`src/rtl/fpu_op_sequencer.sv`:
```
// Sequences one multi-cycle FP ALU op at a time: start pulse, latency count, register-file writeback.
// Optional FPU_DONE_HS_EN: EXEC exits on the FP ALU's fpu_done handshake instead of the latency counter.
module fpu_op_sequencer #(
  parameter int ADD_LAT  = 2,
  parameter int MUL_LAT  = 3,
  parameter int DIV_LAT  = 12,
  parameter int SQRT_LAT = 16,
  parameter int CNT_W    = 5
) (
  input  logic       clk,
  input  logic       rst_n,
  input  logic       issue_valid,
  input  logic [2:0] issue_op,
  input  logic [4:0] issue_dst,
  output logic       issue_ready,
  output logic       cpu_stall,
  output logic       fpu_start,
  output logic [2:0] fpu_op,
  input  logic       fpu_done,
  output logic       wb_en,
  output logic [4:0] wb_addr,
  output logic       busy,
  output logic       illegal_op
);

  typedef enum logic [1:0] {IDLE, EXEC, WB} state_t;

  state_t           state;
  logic [CNT_W-1:0] cnt;
  logic             accept;
  logic             legal;
  logic             exec_exit;

  function automatic logic [CNT_W-1:0] lat_m1(input logic [1:0] op);
    case (op)
      2'd0:    lat_m1 = CNT_W'(ADD_LAT - 1);
      2'd1:    lat_m1 = CNT_W'(MUL_LAT - 1);
      2'd2:    lat_m1 = CNT_W'(DIV_LAT - 1);
      default: lat_m1 = CNT_W'(SQRT_LAT - 1);
    endcase
  endfunction

  assign issue_ready = (state != EXEC);
  assign cpu_stall   = issue_valid & ~issue_ready;
  assign accept      = issue_valid & issue_ready;
  assign legal       = ~issue_op[2];
  assign busy        = (state != IDLE);

`ifdef FPU_DONE_HS_EN
  assign exec_exit = fpu_done;
`else
  // Without the handshake the ALU's completion flag carries no information here.
  logic unused_fpu_done;
  assign unused_fpu_done = fpu_done;
  assign exec_exit       = (cnt == '0);
`endif

  // NOTE: every register in this block uses <= so all next-state values are computed
  // from the pre-edge state; the async reset clears the pending writeback as well.
  always_ff @(posedge clk or negedge rst_n) begin
    if (!rst_n) begin
      state      <= IDLE;
      cnt        <= '0;
      fpu_start  <= 1'b0;
      fpu_op     <= 3'd0;
      wb_en      <= 1'b0;
      wb_addr    <= 5'd0;
      illegal_op <= 1'b0;
    end else begin
      fpu_start  <= 1'b0;
      wb_en      <= 1'b0;
      illegal_op <= 1'b0;
      case (state)
        IDLE, WB: begin
          state <= IDLE;
          if (accept) begin
            if (legal) begin
              state     <= EXEC;
              fpu_op    <= issue_op;
              wb_addr   <= issue_dst;
              cnt       <= lat_m1(issue_op[1:0]);
              fpu_start <= 1'b1;
            end else begin
              illegal_op <= 1'b1;
            end
          end
        end
        EXEC: begin
          // Saturate at zero so a late handshake cannot wrap the counter.
          if (cnt != '0) cnt <= cnt - 1'b1;
          if (exec_exit) begin
            state <= WB;
            wb_en <= 1'b1;
          end
        end
        default: state <= IDLE;
      endcase
    end
  end

endmodule

```
`config.mk`:
```
export PLATFORM = sky130hd
export DESIGN_NAME = fpu_op_sequencer
export DESIGN_NICKNAME = d
export VERILOG_FILES = /design/src/rtl/fpu_op_sequencer.sv
export SDC_FILE = /design/constraint.sdc
export NUM_CORES = 1
export LEC_CHECK = 0
export BUFFER_PORTS_ARGS = -buffer_cell sky130_fd_sc_hd__buf_4
export CAP_MARGIN = 20
export CORE_UTILIZATION = 47
export DETAILED_ROUTE_END_ITERATION = 7
export HOLD_SLACK_MARGIN = 0.08
export PLACE_DENSITY_LB_ADDON = 0.3
export SYNTH_ARGS = -nofsm -noshare
export SYNTH_HDL_FRONTEND = slang
export SYNTH_SLANG_ARGS = --single-unit
```
`constraint.sdc`:
```
create_clock -name clk -period 2.3 [get_ports clk]
set_input_delay 0.115 -clock clk [delete_from_list [all_inputs] [get_ports clk]]
set_output_delay 0.115 -clock clk [all_outputs]
set_load 0.005 [all_outputs]
```
; Word level (Yosys, flattened, before mapping)
; Index checks and enable logic that the tools add are counted.
[classes]
n_addsub = 1
eq_ne = 9
mux = 17
bitwise = 4
n_reduce_logical = 9
[ops]
columns = cell, n
row1 = 5-bit two-way mux, 3
row2 = 4-bit case mux with 3 select lines, 1
row3 = 1-bit two-way mux, 10
row4 = 5-bit case mux with 2 select lines, 1
row5 = "2-bit != test, second input constant", 4
row6 = 5-bit logical NOT, 1
row7 = 5-bit nonzero test, 1
row8 = "5-bit by 1-bit subtractor with 5-bit output, second input constant", 1
row9 = "2-bit by 1-bit == test with 1-bit output, second input constant", 2
row10 = "2-bit == test, second input constant", 2
row11 = 2-bit logical NOT, 2
row12 = 2-bit case mux with 2 select lines, 1
row13 = 4-bit AND reduction, 1
row14 = 2-bit nonzero test, 2
row15 = 3-bit AND reduction, 1
row16 = 1-bit AND, 2
row17 = 2-bit two-way mux, 1
row18 = "2-bit by 1-bit != test with 1-bit output, second input constant", 1
row19 = 1-bit NOT, 2
row20 = 2-bit OR reduction, 1
[totals]
ff_bits = 17
inputBits = 12
out_inout_bits = 14
word_cells = 47

; Depth between registers and ports, before layout
[depth]
ltp_word = 5
mapped_depth = 6
depth_no_buf = 5

; Worst setup path after synthesis
; No wires, ideal clock.
[synth_timing]
path_type = reg2reg
startpoint = reg cnt[0]
endpoint = reg cnt[2]
setup_time_ps = 119
t_arrival_ps = 1547
required_time_ps = 2181
slack_ps = 634
path_stages_with_launch = 7
path_buffers = 1
synth_period_minus_slack_ps = 1666
path_cell_list = dfrtp_1 > inv_1 > ha_1 > or4b_1 > buf_2 > a21o_1 > o21a_1
[synth_via]
elab_chain_cells = 3
word_cells_on_any_way = 6
cone_classes = add/sub (1) / eq/ne (1) / mux (2) / reduce/logical (2)
[synth_lines]
columns = element, line
row1 = "start, declared", 29  ; logic [CNT_W-1:0] cnt;
row2 = "start signal, assigned", 81  ; cnt <= lat_m1(issue_op[1:0]);
row3 = "start signal, assigned", 90  ; if (cnt != '0) cnt <= cnt - 1'b1;
row4 = 5-bit by 1-bit subtractor with 5-bit output or 5-bit nonzero test (tied branches), 90
row5 = 5-bit two-way mux or 2-bit != test (tied branches), --
row6 = 5-bit case mux with 2 select lines or 4-bit AND reduction (tied branches), --
; Several ways; a longest one is shown, not always the timed one. The select of a mux whose other input is x is not followed.
; A chain may end at the register's enable or synchronous reset.

; Worst setup path in the final report
; Ends and elaborated chain as after synthesis.

==> impl_metrics.ini <==
[cells_and_area]
drive_gt1_share_pct = 27.3
mostFrequentLayoutCells = nand2_1 (25), buf_4 (24), dfrtp_1 (17)
area_growth_pct = 39.0
n_antenna_cell = 0
design_area_um2 = 1040
nets = 124
fill_cells = 118
mostFrequentLayoutCell = nand2_1
final_util_pct = 69.3

[clock_network]
numCtsBuffers = 3
clock_path_buffers = 2
clock_latency_ps = 290
clkTransAtPathRegs_ps = 90
cts-root-buf = clkbuf_4
cts_resized = 0
clock-sinks = 17
h-tree-depth = 1
cts_tree = built

[timing]
maxSlewViolCount = 0
hold_violations = 0
fmax_mhz = 550
holdWs_ps = 80.4
worst_slew_pin_slew_ps = 508
tns_ps = 0
rsz0062_at_grt = false
worst_slew_margin_rel_pct = 66.1
setup_viol = 0
fin_skew_ps = 4.89
finalCritPeriodShare_pct = 79.0
fin_crit_ps = 1820

[route]
dr_total_vias = 653
remaining_drc_errors = 0
dr.pass1.iters = 4
via_per_inst = 5.18
wirelength_um = 1620
post_drt_wl_per_cell_um = 12.9
dr.first_iter.drc_count = 11
ant_nets = 0

[place]
gp_congestion = 0.853
numPortBuffers = 23
hpwl_um = 978
placed_cell_area_um2 = 926

[die]
die_y_um = 42.0
dieArea_um2 = 1760
start_util_pct = 49.8
fp.coreArea_um2 = 1510
die_w_um = 42.0
pin_count = 26
rows = 14

[setup_path]
crit_arrival_ps = 2010
max_stage_delay_ps = 560
required_ps = 2490
cp_top_family = simple AND/OR/NAND/NOR gates
crit_path_end_kind = flop
critical_path_buf_inv_count = 1
crit_path_start_kind = flop
cp_cell_sequence = inv_1, ha_1, or4b_1, a21o_1, o21a_1
worstPathMaxFanout = 6
worst_path_max_delay_cell = or4b_1
crit_type = flop to flop

[logic_synthesis]
ys_types = 26
synth_warnings = 0
syn_inst = 78
synth_nets = 91
syn_area_per_cell_um2 = 9.62
synth_area_um2 = 751
ys_seq_elements = 17
yosysSeqAreaShare_pct = 56.7

[grt]
grt_start_max_net_pins = 18
grt_first_pass_wirelength_um = 2680
grt.total_usage_pct = 20.8
antenna_found_initial = 0
grt_pass1_vias = 584
overflow = 0

[hold_path]
hold_class = primary input to flop

[power]
power_density_nw_per_um2 = 1140
vdd_drop_max_mv = 0.643
power_leakage_nw = 0.550

[job]
drv_cap = 0

[run_status]
status = complete, no violations
==> flip-flops by register name, summed over array words and instances (netlist names) <==
register / cells
illegal_op: 1
cnt: 5
fpu_op: 2
wb_addr: 5
fpu_start: 1
wb_en: 1
state: 2
==> cell families (layout without fill, tap and decap cells) <==
| group | after synthesis | after routing | share of synthesized area (%) |
|---|---|---|---|
| fa+ha+maj | 1 | 1 | 1.67 |
| buf+inv | 9 | 41 | 5.33 |
| simple gates | 37 | 37 | 22.2 |
| xor+xnor | 2 | 2 | 2.33 |
| other cells | 1 | 1 | 0.500 |
| compound gates | 11 | 11 | 11.3 |
| flops | 17 | 17 | 56.7 |
==> path summary, 6_finish.rpt <==
check | endpoint | cells past startpoint | from | slack [ps]
max | cnt[2] | 5 | cnt[0] | 480
max reg2reg | cnt[2] | 5 | cnt[0] | 480
max in group asynchronous | cnt[4] | 2 | rst_n | 1910
min reg2reg | wb_addr[3] | 2 | wb_addr[3] | 480
min | illegal_op | 2 | issue_op[2] | 80
min in group asynchronous | wb_en | 2 | rst_n | 210
==> area by class of cell <==
type / instances / area [um2] / area share, %
well taps: 16 / 20.0 / 1.92
repair buffers: 33 / 270 / 25.9
clock buffers: 3 / 22.5 / 2.16
inverters: 4 / 15.0 / 1.44
clock inverters: 1 / 5.00 / 0.480
multi-input cells: 52 / 285 / 27.3
flip-flops and latches: 17 / 425 / 40.8
==> power breakdown <==
part,internal (W),switching (W)
Sequential,0.000417,0.0000738
Combinational,0.000289,0.000252
Clock,0.0000647,0.0000939
==> Yosys cell counts <==
cell	n	area share, %
a21o_1	1	1.0
o221ai_2	1	2.0
a32oi_1	1	1.2
nand2_1	25	13
o21ai_0	2	1.3
nor2b_1	1	0.83
nand2b_1	1	0.83
and3b_1	1	1.2
inv_1	4	2.0
or3b_1	1	1.2
dfrtp_1	17	57
buf_2	2	1.3
ha_1	1	1.7
o21a_1	2	2.0
conb_1	1	0.50
buf_4	1	1.0
a22oi_1	1	1.0
nor2_1	4	2.0
and2_1	1	0.83
or2_2	1	0.83
or4b_1	1	1.3
a31oi_1	1	0.83
nor3_1	1	0.67
a211oi_1	2	2.0
xnor2_1	2	2.3
clkbuf_1	2	1.0
==> routing by layer <==
metal	wire length, um	GRT usage, %
met5	0	0
met4	53	12.3
met3	82	2.61
met2	786	31.9
met1	700	28.4
==> what timing repair did <==
| action | CTS | global route |
|---|---|---|
| buffers inserted | 0 | 0 |
| hold buffers | 9 | 0 |
| hold endpoints to repair | 25 | 0 |
==> through the flow <==
| step | std cells | power [W] | worst slack (ps) |
|---|---|---|---|
| finish | 126 | 0.00119 | 483 |
| floorplan | 78 | 0.000799 | 634 |
| global route | 126 | 0.00129 | 399 |
| global placement | 113 | 0.000995 | 568 |
| CTS | 126 | 0.00119 | 502 |
| detailed placement | 113 | 0.00101 | 541 |
Note: power is estimated with default switching activity, not from simulation.
